===== src/rtl/vadd_seq.sv =====
// Sequential FP16 vector adder: walks LANES lanes through one external adder.
// Optional subtract mode (add_b sign flipped) enabled by defining VADD_SEQ_SUB_EN.
module vadd_seq #(
  parameter int LANES = 8
) (
  input  logic                  clk,
  input  logic                  rst,
  input  logic                  start,
`ifdef VADD_SEQ_SUB_EN
  input  logic                  sub,
`endif
  input  logic [16*LANES-1:0]   vec_a,
  input  logic [16*LANES-1:0]   vec_b,
  output logic [15:0]           add_a,
  output logic [15:0]           add_b,
  input  logic [15:0]           add_sum,
  input  logic                  add_ovf,
  output logic                  busy,
  output logic                  done,
  output logic [16*LANES-1:0]   vec_sum,
  output logic [LANES-1:0]      ovf_mask,
  output logic                  ovf_any
);

  localparam int unsigned CW = (LANES > 1) ? $clog2(LANES) : 1;
  localparam logic [CW-1:0] LAST = CW'(LANES - 1);

  localparam logic [1:0] S_IDLE = 2'd0;
  localparam logic [1:0] S_RUN  = 2'd1;
  localparam logic [1:0] S_DONE = 2'd2;

  logic [1:0]       state_q, state_d;
  logic [CW-1:0]    cnt_q, cnt_d;
  logic [15:0]      a_q   [LANES];
  logic [15:0]      a_d   [LANES];
  logic [15:0]      b_q   [LANES];
  logic [15:0]      b_d   [LANES];
  logic [15:0]      sum_q [LANES];
  logic [15:0]      sum_d [LANES];
  logic [LANES-1:0] ovf_q, ovf_d;
  logic [15:0]      va    [LANES];
  logic [15:0]      vb    [LANES];
  logic             sub_q, sub_d;
  logic             sub_in;

`ifdef VADD_SEQ_SUB_EN
  assign sub_in = sub;
`else
  assign sub_in = 1'b0;
`endif

  for (genvar g = 0; g < LANES; g++) begin : g_lane
    assign va[g]               = vec_a[16*g +: 16];
    assign vb[g]               = vec_b[16*g +: 16];
    assign vec_sum[16*g +: 16] = sum_q[g];
  end

  always_comb begin
    state_d = state_q;
    cnt_d   = cnt_q;
    a_d     = a_q;
    b_d     = b_q;
    sum_d   = sum_q;
    ovf_d   = ovf_q;
    sub_d   = sub_q;
    case (state_q)
      S_IDLE: begin
        if (start) begin
          a_d     = va;
          b_d     = vb;
          sub_d   = sub_in;
          cnt_d   = '0;
          sum_d   = '{default: '0};
          ovf_d   = '0;
          state_d = S_RUN;
        end
      end
      S_RUN: begin
        sum_d[cnt_q] = add_sum;
        ovf_d[cnt_q] = add_ovf;
        // Wrap to zero on the last lane so cnt never exceeds LANES-1.
        if (cnt_q == LAST) begin
          cnt_d   = '0;
          state_d = S_DONE;
        end else begin
          cnt_d = cnt_q + CW'(1);
        end
      end
      S_DONE:  state_d = S_IDLE;
      default: state_d = S_IDLE;
    endcase
  end

  always_ff @(posedge clk) begin
    if (rst) begin
      state_q <= S_IDLE;
      cnt_q   <= '0;
      sum_q   <= '{default: '0};
      ovf_q   <= '0;
    end else begin
      state_q <= state_d;
      cnt_q   <= cnt_d;
      sum_q   <= sum_d;
      ovf_q   <= ovf_d;
    end
  end

  // Captured operands need no reset: they are only observed in RUN.
  always_ff @(posedge clk) begin
    a_q   <= a_d;
    b_q   <= b_d;
    sub_q <= sub_d;
  end

  always_comb begin
    add_a = '0;
    add_b = '0;
    if (state_q == S_RUN) begin
      add_a = a_q[cnt_q];
      add_b = b_q[cnt_q] ^ {sub_q, 15'b0};
    end
  end

  assign busy     = (state_q == S_RUN);
  assign done     = (state_q == S_DONE);
  assign ovf_mask = ovf_q;
  assign ovf_any  = |ovf_q;

endmodule

===== config.mk =====
export PLATFORM = sky130hd
export DESIGN_NAME = vadd_seq
export DESIGN_NICKNAME = d
export VERILOG_FILES = /design/src/rtl/vadd_seq.sv
export SDC_FILE = /design/constraint.sdc
export NUM_CORES = 1
export LEC_CHECK = 0
export ABC_AREA = 1
export CAP_MARGIN = 15
export CORE_MARGIN = 3
export CORE_UTILIZATION = 29
export DETAILED_ROUTE_END_ITERATION = 6
export PLACE_DENSITY = 0.56
export RECOVER_POWER = 25
export SYNTH_ARGS = -nofsm -noshare
export SYNTH_HDL_FRONTEND = slang
export SYNTH_SLANG_ARGS = --single-unit

===== constraint.sdc =====
create_clock -name clk -period 20.8 [get_ports clk]
set_clock_uncertainty 0.1 [all_clocks]
set_input_delay 3.12 -clock clk [delete_from_list [all_inputs] [get_ports clk]]
set_output_delay 3.12 -clock clk [all_outputs]
set_load 0.03 [all_outputs]

* Word-level counts from Yosys, hierarchy flattened
Cells that the tools add are included.
** Storage, ports and cells
- Register bits :: 397
- Output and inout port bits :: 171
- Bits of input ports :: 276
** Operators by class
- Equality and inequality tests :: 5
- Reduce and logical (&&, ||, !) cells :: 8
- Order comparisons :: 4
- Add/sub/neg operators :: 1
- Bitwise operators :: 1
- Multiplexer cells :: 24
** Operators by type and width (number)
- case mux 128 bit (2 select lines) :: 1
- bitwise mux 128 bit :: 1
- 2-to-1 mux 128 bit :: 1
- 2-to-1 mux 16 bit :: 7
- binary-select mux 16 bit (select 3 bit) :: 2
- demux 16 bit (select 3 bit) :: 1
- case mux 8 bit (2 select lines) :: 1
- bitwise mux 8 bit :: 1
- 2-to-1 mux 8 bit :: 1
- OR reduction 8 bit :: 1
- 2-to-1 mux 3 bit :: 2
- case mux 3 bit (2 select lines) :: 1
- AND reduction 2 bit :: 3
- greater-or-equal comparator 4 bit, second input constant :: 1
- < comparator 3 x 4 -> 1 bit, second input constant :: 1
- < comparator 4 x 1 -> 1 bit, second input constant :: 1
- 2-to-1 mux 2 bit :: 2
- NOT 3 -> 4 bit :: 1
- case mux 2 bit (2 select lines) :: 1
- adder 3 x 1 -> 3 bit, second input constant :: 1
- demux 1 bit (select 3 bit) :: 1
- equality test 3 bit, second input constant :: 1
- greater-or-equal comparator 3 x 1 -> 1 bit, second input constant :: 1
- equality test 2 x 1 -> 1 bit, second input constant :: 1
- other kinds (7) :: 8

* Logic depth before layout (Yosys ltp)
Gate-level depths: netlist of the first run.
- Word-level depth :: 7
- Depth in mapped cells :: 10
- Depth with buffers taken out :: 7

* Worst setup path after synthesis of the first run
Ideal clock, no wire load.
- Path kind :: input -> register
- Start :: in start
- End :: reg a_q[0] in the netlist's numbering, enable pin
- Arrival :: 20.396 ns
- Path buffers :: 0
- Setup slack :: -0.885 ns
- Data required time :: 19.511 ns
- Cell stages on the path :: 2
- Cells stage by stage :: inv_1 -> nor3_1
** Between the ends
- Word-level cells in the longest chain between the ends :: 1
** RTL lines
- from (decl) :: line 8 : input logic start,
- AND reduction 2 bit (no line)
- to (signal assigned) :: line 110 : a_q <= a_d;
- to (decl) :: line 34 : logic [15:0] a_q [LANES];
Every way passes these cells.
A chain may end at the register's enable or synchronous reset.

* Worst setup path after layout of the first run
- Start :: reg cnt_q[0]
- End :: out add_a[3]
** Between the ends
- Word-level cells in the longest chain between the ends :: 5
** RTL lines
- from (decl) :: line 33 : logic [CW-1:0] cnt_q, cnt_d;
- from (signal assigned) :: line 102 : cnt_q <= cnt_d;
- NOT 3 -> 4 bit (not written as such) :: line 119 : add_a = a_q[cnt_q];
- binary-select mux 16 bit (select 3 bit) :: line 119
- 2-to-1 mux 16 bit (not written as such) (2 in series) :: line 119
- 2-to-1 mux 16 bit :: line 118 : if (state_q == S_RUN) begin
- to (decl) :: line 14 : output logic [15:0] add_a,
Every way passes these cells. The select of a mux whose other input is x is not followed.

==> implementation parameters, run 1 <==
Parameter                              Value

Outcome
  Status ... completed

Yosys
  Post-Syn Nets ... ~1900
  Gate Count Post-Synth ... 1657
  Biggest area consumer among synthesized cells ... edfxtp_1
  Post-synthesis cell area ... 0.01596 mm^2
  Mean cell area of the mapped netlist ... between 9 and 10 um^2
  Post-synth top area share ... just under 50%
  Flip-flop and latch count after synthesis ... a little under 400
  Number of warnings reported in the yosys synthesis log ... 0
  Count of cell types in the netlist ... 30
  Share of synthesized area occupied by flip-flops and latches ... approximately two thirds
  Top cells by area, synth ... edfxtp_1 (48%), nand2_1 (21%), dfxtp_1 (18%), a21oi_1 (5.4%), buf_6 (1.6%)

Timing
  Worst slew margin relative to its limit ... 25.49%
  Final setup violation count ... 0
  Fin Hold WS ... between 0.3 and 0.4 ns
  Final Critical Period ... approximately 7.3 ns
  Final-report max-slew violation count ... 0
  TNS Setup ... 0 ns
  RSZ-0062 raised after global routing ... no
  Period Utilization, post-route ... 35.28%
  Least-Margin Pin Slew ... 1.118 ns
  Hold Fails Final Rpt ... 0
  Final critical-path setup slack ... around 13 ns
  Maximum achievable frequency ... approximately 140 MHz

CTS
  TritonCTS clock tree ... done
  TritonCTS sink count ... 397
  Number of buffers inserted by post-CTS setup repair ... 0
  Skew-Pair Late Insertion Delay ... around 0.57 ns
  Total CTS buffers ... 46
  Count of hold buffers inserted by post-cts repair ... 0
  CTS root buf ... clkbuf_16
  Max Buffers Root-to-Sink ... 3
  # resized after CTS ... 0
  Clock-pin slew reported for the worst setup and hold paths after clock tree synthesis ... 0.06 ns
  CTS H-Tree Depth ... 2

Finish
  Post-Layout Cell Count ... ~2800
  Area growth syn-to-layout ... 40.02%
  Layout cell share with drive strength beyond 1 ... about 5.7%
  Final net count ... roughly 2400

Pwr
  Total power ... 1.901 mW
  Maximum vdd drop ... roughly 0.052 mV
  Ratio of total power to cell area ... roughly 85 mW/mm^2
  Pleak ... ~8.5 nW

Floorplanning
  I/O pin count ... between 400 and 500
  Placement Rows ... 85
  Core region area ... between 0.05 and 0.06 mm^2
  Horiz. Die Dim ... 240.6 um
  Height of the chip ... 240.6 um
  Die Area ... between 0.05 and 0.06 mm^2
  Initial standard-cell utilization of the core ... a little under 30%

Placed design
  # port buffers ... about 450
  Global placement routability congestion ... 0.8909
  Detailed Place HPWL ... ~39000 um
  Setup WS pre-CTS ... 13.92 ns
  Number of cells after detailed placement ... between 2000 and 3000

Routing
  Total wire length ... between 50000 and 60000 um
  Via count ... ~13000
  Post-route antenna net violation count ... 0
  First-iteration detailed-routing DRC count ... between 700 and 800
  Post-route DRC violation count ... 0
  Routed len/inst ... about 20 um
  Via-per-instance ratio ... roughly 4.5
  Total iterations of the first detailed-routing run ... 5

Setup path
  Crit path launch type ... flop
  Worst r2r src ... state_q[0]
  Register-to-register setup slack ... 17.88 ns
  Required time at the endpoint of the critical path ... about 18 ns
  Number of cells on the worst reg-to-reg path ... 3
  Largest fanout of any net on the critical path ... slightly below 80
  Setup crit start ... cnt_q[0]
  Critical path class ... reg2out
  Worst reg2reg endpoint ... a_q[92]
  Data arrival at the endpoint of the critical path ... just over 4 ns
  Kind of end point of the critical path ... primary output

Global routing
  Antenna violations before repair ... 32
  Global Route Usage Sum ... around a fifth
  Number of global-route vias before repair ... 12560
  Maximum number of pins on one net before global-route repair ... ~170
  Wire length of the first global-routing pass ... approximately 79000 um
  Global-route congestion overflow total ... 0

Hold path
  HP Class ... reg2reg
  Worst hold path startpoint ... vec_sum[27]
  Hold path cells ... 2
  Endpoint with the worst hold slack ... vec_sum[27]

Run
  Max capacitance violation total ... 0
==> synth_stat cells (all sizes together) <==
cell type  number
buf            70
nand4           3
o21ai           2
nor3            1
edfxtp        256
nor2           25
o21a            2
clkbuf         17
clkinv          5
nand2         922
dfxtp         141
inv            31
nor4            2
nand3           7
a21oi         171
ha              2
==> power by group <==
| part | leakage, nW | internal (mW) | switching (mW) |
|---|---|---|---|
| sequential | 3.59 | 0.881 | 0.0119 |
| combinational | 4.17 | 0.0784 | 0.137 |
| clock | 0.731 | 0.464 | 0.329 |
==> sequential cells by signal, summed over array words and instances (netlist names) <==
signal / flops
a_q: 128
ovf_mask: 8
state_q: 2
vec_sum: 128
b_q: 128
cnt_q: 3
==> kinds of logic (layout without fill, tap and decap cells) <==
logic type / count (synthesis) / in the layout / synth area share, %
simple gates: 960 / 960 / 23.83
buf+inv: 123 / 578 / 4.548
other cells: 0 / 19 / 0
fa+ha+maj: 2 / 2 / 0.1568
flops: 397 / 397 / 65.87
compound gates: 175 / 175 / 5.591
==> worst max path at each step <==
stage	to	slack, ns
floorplan	a_q[0]	7.05
global placement	add_a[3]	13.93
detailed placement	add_a[3]	13.92
CTS	add_a[3]	13.27
global route	add_a[3]	13.19
finish	add_a[3]	13.46
==> metal layers <==
metal  GRT usage [%]  share of wire [%]  up-vias
met5               0               0.18        -
met4           6.831                2.9       18
met3           5.954                8.7      111
met2           32.71                 49      497
met1           21.37                 39     5994
li1                -                  -     6233
==> critical path, stage by stage, from the launching register on <==
cell             delay [ns]
dfxtp_4                0.35
buf_4                  0.53
buf_4                  0.82
nand2_1                0.14
nand2_1                0.16
nand2_1                0.08
nand2_1                0.15
nand2_1                0.09
a21oi_1                0.36
clkdlybuf4s50_1        0.76
==> cells in the final DEF (no fill, tap or decap), types with 3 or more instances in the layout <==
cell               n
dfxtp_1          138
nand2_4            9
inv_1             23
nand4_1            3
clkbuf_16         48
nor2_4            10
edfxtp_1         256
nand3_1            6
inv_2              7
nor2_2             4
clkbuf_1          15
clkinv_1           6
a21oi_1          171
nand2_1          912
dlygate4sd3_1    206
diode_2           19
clkdlybuf4s50_1  239
clkbuf_8           3
nor2_1            10
clkinv_2          10
buf_4             10
==> area by class of cell <==
type	count	area, um^2
fill	5225	31790
sequential	397	10520
multi-input combinational	1137	4731
timing repair buffer	456	4549
clock buffer	67	1306
tap	696	870.8
clock inverter	19	176.4
inverter	36	140.1
antenna	19	47.55
==> per-stage QoR <==
| stage | area, um^2 | util [%] |
|---|---|---|
| finish | 22340 | 41.27 |
| global route | 22320 | 41.22 |
| CTS | 22290 | 41.18 |
| detailed placement | 20810 | 38.44 |
| global placement | 20810 | 38.44 |
| floorplan | 15960 | - |
(Power assumes the default switching activity.)
==> run 2, diff against run 1 <==
- clock period: 20.8 -> 6.35 ns (I/O delays scaled with it)
==> run 2 against run 1 <==
  * Setup slack worse by 12 ns
  * Combinational power grew to 3.3 times the previous value
  * Register-to-register slack worse by 14 ns
  * Sequential cell count did not move
  * First-iteration DRC count up 8.9%
  * Sequential share of layout area is 0.22 points higher
  * Clock power grew to 3.1 times the previous value
  * Largest power group unchanged
==> implementation parameters, run 2 (synthesis gave the netlist of run 1 again) <==
Parameter                              Value

Outcome
  Status ... completed

Floorplanning
  Die Area ... 0.05787 mm^2 (unchanged)
  Horiz. Die Dim ... 240.6 um (unchanged)
  I/O pin count ... 447 (unchanged)
  Placement Rows ... 85 (unchanged)
  Initial standard-cell utilization of the core ... 29.47% (unchanged)
  Height of the chip ... 240.6 um (unchanged)
  Core region area ... 0.05413 mm^2 (unchanged)

CTS
  Clock-pin slew reported for the worst setup and hold paths after clock tree synthesis ... 0.06 ns (about the same)
  Total CTS buffers ... 45 (-2.2%)
  TritonCTS sink count ... 397 (unchanged)
  Number of buffers inserted by post-CTS setup repair ... 0 (unchanged)
  Count of hold buffers inserted by post-cts repair ... 0 (unchanged)
  CTS root buf ... clkbuf_16
  TritonCTS clock tree ... done
  Max Buffers Root-to-Sink ... 3 (unchanged)
  CTS H-Tree Depth ... 2 (unchanged)
  # resized after CTS ... 0 (unchanged)
  Skew-Pair Late Insertion Delay ... 0.56 ns (about the same)

Routing
  First-iteration detailed-routing DRC count ... 847 (+8.9%)
  Via-per-instance ratio ... 4.592 (+0.99%)
  Total iterations of the first detailed-routing run ... 5 (unchanged)
  Routed len/inst ... 19.58 um (-0.91%)
  Post-route antenna net violation count ... 0 (unchanged)
  Total wire length ... 55070 um (-1.4%)
  Post-route DRC violation count ... 0 (unchanged)
  Via count ... 12910 (+0.46%)

Setup path
  Data arrival at the endpoint of the critical path ... 3.56 ns (-0.56 ns)
  Worst path top cell family by delay ... buffers and inverters
  Crit-path slowest cell ... buf_4
  Register-to-register setup slack ... 3.50 ns (-14.38 ns)
  Capturing element of the worst setup path ... add_a[2]
  Number of cells on the worst reg-to-reg path ... 5 (+2)
  Setup crit start ... cnt_q[0]
  Worst reg2reg endpoint ... vec_sum[55]
  Most Frequent Cell on Critical Path ... nand2_1
  Largest fanout of any net on the critical path ... 77 (-2.5%)
  Required time at the endpoint of the critical path ... 5.30 ns (-12.28 ns)
  CP bufs+invs ... 2 (-1)
  Critical-path cell list ... buf_4 -> nand2_1 -> nand2_1 -> nand2_1 -> nand2_1 -> nand2_1 -> a21oi_1 -> clkdlybuf4s50_1
  Kind of end point of the critical path ... primary output
  Levels on crit path ... 8 (-1)
  Worst r2r src ... cnt_q[2]
  Critical path class ... reg2out
  Max stage delay on crit path ... 0.75 ns (-0.07 ns)
  Crit path launch type ... flop

Finish
  Final net count ... 2348 (-0.17%)
  Highest-count cells in the layout ignoring fill and taps ... nand2_1 (912), edfxtp_1 (256), clkdlybuf4s50_1 (239)
  Area growth syn-to-layout ... 39.37%
  Finished Cell Area ... 0.02224 mm^2 (-0.47%)
  Layout cell share with drive strength beyond 1 ... 5.471% (-0.21 points)
  Commonest non-fill, non-tap cell in the layout ... nand2_1

Hold path
  HP Class ... reg2reg

Pwr
  Pleak ... 8.439 nW (-0.64%)
  Maximum vdd drop ... 0.1712 mV (+230%)
  Power share of the sequential group ... 47.9% (+1.0 points)
  Ratio of total power to cell area ... 275.0 mW/mm^2 (+220%)
  Total power ... 6.116 mW (+220%)
  Combinational fraction of design power ... 11.7% (+0.4 points)
  Proportion of power drawn by the clock network ... 40.3% (-1.4 points)
  Switching power of the nets ... 1.546 mW (+220%)
  P_int ... 4.570 mW (+220%)
  Proportion of total power due to net switching ... 25.28% (+0.12 points)

Global routing
  Number of global-route vias before repair ... 12430 (-1.1%)
  Antenna violations before repair ... 18 (-44%)
  Global Route Usage Sum ... 18.34% (-0.32 points)
  Global-route congestion overflow total ... 0 (unchanged)
  Maximum number of pins on one net before global-route repair ... 138 (-20%)
  Wire length of the first global-routing pass ... 78590 um (-0.98%)

Timing
  Hold Fails Final Rpt ... 0 (unchanged)
  Worst slew margin relative to its limit ... 21.37% (-4.1 points)
  Fin Hold WS ... 0.3612 ns (+0.002459 ns)
  Least-Margin Pin Slew ... 1.175 ns (+0.05754 ns)
  Maximum achievable frequency ... around 220 MHz
  Final setup violation count ... 0 (unchanged)
  RSZ-0062 raised after global routing ... no
  Final-report max-slew violation count ... 0 (unchanged)
  Final critical-path setup slack ... 1.738 ns (-11.72 ns)
  Final Critical Period ... around 4.6 ns
  Period Utilization, post-route ... 72.63%

Placed design
  # port buffers ... 446 (unchanged)
  Area of placed instances ... 0.02081 mm^2 (about the same)
  Setup WS pre-CTS ... 2.289 ns (-11.63 ns)
  Detailed Place HPWL ... 39450 um (+0.68%)
  Global placement routability congestion ... 1.004 (+13%)

Run
  Max capacitance violation total ... 0 (unchanged)
run 2: changes by cell type in the layout (fill, tap and decap cells not counted), moves of 2 or more:
| cell | before | now |
|---|---|---|
| clkbuf_1 | 15 | 11 |
| buf_12 | 1 | 3 |
| diode_2 | 19 | 14 |
| clkbuf_16 | 48 | 46 |
| buf_4 | 10 | 5 |
run 2: area by class of cell:
cell class	instances	area, um^2
timing repair buffer	453	4552
fill	5310	31900
tap	696	870.8
inverter	36	140.1
clock inverter	16	126.4
multi-input combinational	1137	4731
antenna	14	35.03
sequential	397	10520
clock buffer	63	1262
run 2: stage by stage:
| step | setup TNS [ns] | std cells | util, % |
|---|---|---|---|
| finish | 0 | 2812 | 41.08 |
| global route | 0 | 2803 | 41.04 |
| CTS | 0 | 2798 | 41.01 |
| detailed placement | 0 | 2719 | 38.45 |
| global placement | 0 | 2719 | 38.45 |
| floorplan | -309.35 | 1657 | - |
run 2: worst min-delay path by stage:
stage / from / end / slack (ns) / cells after the start
3_5_place_dp: vec_sum[99] / vec_sum[99] / 0.35 / 2
6_report: vec_sum[97] / vec_sum[97] / 0.36 / 2
5_1_grt: vec_sum[15] / vec_sum[15] / 0.38 / 2
3_3_place_gp: vec_sum[20] / vec_sum[20] / 0.35 / 2
4_1_cts: vec_sum[99] / vec_sum[99] / 0.36 / 2
2_1_floorplan: vec_sum[118] / vec_sum[118] / 0.49 / 2
run 2: metal layers:
| layer | GRT usage, % | share of wire, % | vias to the layer above |
|---|---|---|---|
| met5 | 0 | 0.065 | - |
| li1 | - | - | 6232 |
| met2 | 32.66 | 50 | 562 |
| met1 | 21.33 | 38 | 6024 |
| met3 | 4.982 | 8.7 | 88 |
| met4 | 6.230 | 3.0 | 6 |
run 2: worst min-delay path, cell delays in order, from the launching register on:
cell and delay (ns):
dfxtp_1 0.31, nand2_1 0.06, a21oi_1 0.05
run 2: power groups by stage:
stage	clock network (mW)	logic [mW]	registers, mW
2_1_floorplan	0	0.378	3.00
3_3_place_gp	0	0.756	2.98
3_5_place_dp	0	0.756	2.99
4_1_cts	2.53	0.760	2.93
5_1_grt	2.62	0.786	2.94
6_report	2.47	0.718	2.93
==> edit, RTL diff (settings of run 2) <==
Change the parameter `LANES` from 8 to 16.
--- a/src/rtl/vadd_seq.sv
+++ b/src/rtl/vadd_seq.sv
@@ -2,5 +2,5 @@
 // Optional subtract mode (add_b sign flipped) enabled by defining VADD_SEQ_SUB_EN.
 module vadd_seq #(
-  parameter int LANES = 8
+  parameter int LANES = 16
 ) (
   input  logic                  clk,
Ports: changed (resized ovf_mask, vec_a, vec_b and vec_sum); port bits go from 447 to 839. No check against the original RTL was run, so the function may have changed too.
==> edit against run 2 <==
Sequential share of layout area fell by 1.2 points; wire length is 130% higher; register-to-register slack got worse by 1.0 ns; utilization down 0.12 points; power grew 100%; sequential cell count rose by 393; area after synthesis is 100% higher; via count is 110% higher; non-clock buffer count up 437; setup slack worse by 0.39 ns; final area is 100% higher; global-route usage is 2.3 points higher.
==> edit: results (changes against run 2) <==
leak pwr 18.4 nW (+120%); status finished clean; final design utilization 41.0% (-0.12 points); largest net degree at the start of global routing 179 (+30%); Finished Layout Cells 5969 (+110%); Compound-Gate Fraction of Synth Area 4.81% (-0.78 points); worst path arrival time 3.95 ns (+0.39 ns); TritonCTS Buffers 90 (+100%); fin nets 4909 (+110%); post-DR vias/cell 4.46 (-2.9%); Post-Syn Nets 4114 (+110%); DP Worst Slack 1.94 ns (-0.344 ns); worst hold slack 0.359 ns (-0.00192 ns); Synth top cells by count 1387 x nand2_1, 545 x inv_1, 512 x edfxtp_1; number of synthesized flops with an enable pin 512 (+100%); vias in the first global route 25700 (+110%); placer congestion estimate 0.830 (-17%); initial antenna violation count 65 (+47); post-synthesis cell type count 25 (-17%); IO buf count 838 (+88%); H-tree Lvls 3 (+1); fillers 11000 (+110%); Clk Latency, worst-skew pair 0.66 ns (+0.10 ns); DRT Wirelength 125000 um (+130%); VDD IR max 0.218 mV (+27%); GRT Util Overall 20.7% (+2.3 points); Placement Cell Area 42400 um^2 (+100%); dpl cells 5768 (+110%); Synth area leaders edfxtp_1 47%, dfxtp_1 17%, nand2_1 16%, inv_1 6.3%, a21oi_1 4.2%; worst min path class reg2reg; adder-cell share of the synthesized area 0.154% (-0.0026 points); Initial DRC Count 1992 (+140%); fraction of layout cells with a size suffix above 1 5.18% (-0.29 points); Syn Area/Cell 9.07 um^2 (-5.8%); post-synthesis sequential area ratio 64.5% (-1.3 points); Worst R2R Setup Slack 2.48 ns (-1.02 ns); Setup WS post-layout 1.35 ns (-0.392 ns); measured slew at the worst slew-check pin 1.50 ns (+0.322 ns); first-pass GRT wire length 175000 um (+120%)
==> edit: cell count changes after synthesis, moves of 12 or more <==
| cell | run 2 | this run |
|---|---|---|
| buf_6 | 22 | 3 |
| o21ai_2 | 0 | 12 |
| edfxtp_1 | 256 | 512 |
| a21oi_1 | 171 | 275 |
| nand2_1 | 912 | 1387 |
| dfxtp_1 | 141 | 278 |
| nand3_1 | 6 | 258 |
| buf_1 | 5 | 18 |
| buf_4 | 12 | 26 |
| inv_1 | 23 | 545 |
| clkbuf_1 | 17 | 104 |
| nor2_1 | 10 | 84 |
==> edit: critical path: stages, from the launching register on <==
cell and delay, ns:
dfxtp_4 0.49, inv_6 0.52, buf_4 0.52, nand3_1 0.13
nand2_1 0.08, nand2_1 0.05, nand2_1 0.27, nor2_1 0.11
nor2_1 0.16, clkdlybuf4s50_1 0.71
==> edit: worst paths after layout <==
check,startpoint,to,depth (start not counted)
max,cnt_q[1],add_b[14],9
min,vec_sum[165],vec_sum[165],2
max reg2reg,cnt_q[1],vec_sum[10],8
min reg2reg,vec_sum[165],vec_sum[165],2
==> edit: kinds of logic after synthesis <==
| kind of cell | count (synthesis) |
|---|---|
| AOI/OAI and AO/OA | 295 |
| adders and majority gates | 4 |
| buffers and inverters | 737 |
| DFF | 790 |
| and+or+nand+nor | 1752 |
==> edit: final cells by class <==
type / count / area share [%]
tap: 1488 / 4.10
sequential: 790 / 46.1
inverter: 550 / 4.61
multi-input combinational: 2051 / 19.0
clock inverter: 37 / 0.799
clock buffer: 125 / 5.60
timing repair buffer: 890 / 19.6
antenna: 38 / 0.209
==> edit: layer usage <==
metal | up-vias | track usage [%] | share of wire, %
met5 | - | 0 | 0.13
met4 | 24 | 7.04 | 3.3
met3 | 220 | 5.59 | 8.3
met2 | 1040 | 36.6 | 50
met1 | 12500 | 24.0 | 38
li1 | 12900 | - | -
==> edit: report_power, final <==
| group | internal [mW] | switching, mW | total [mW] |
|---|---|---|---|
| clock | 2.90 | 2.18 | 5.08 |
| combinational | 0.491 | 0.854 | 1.35 |
| sequential | 5.73 | 0.0595 | 5.79 |
| total | 9.12 | 3.09 | 12.2 |
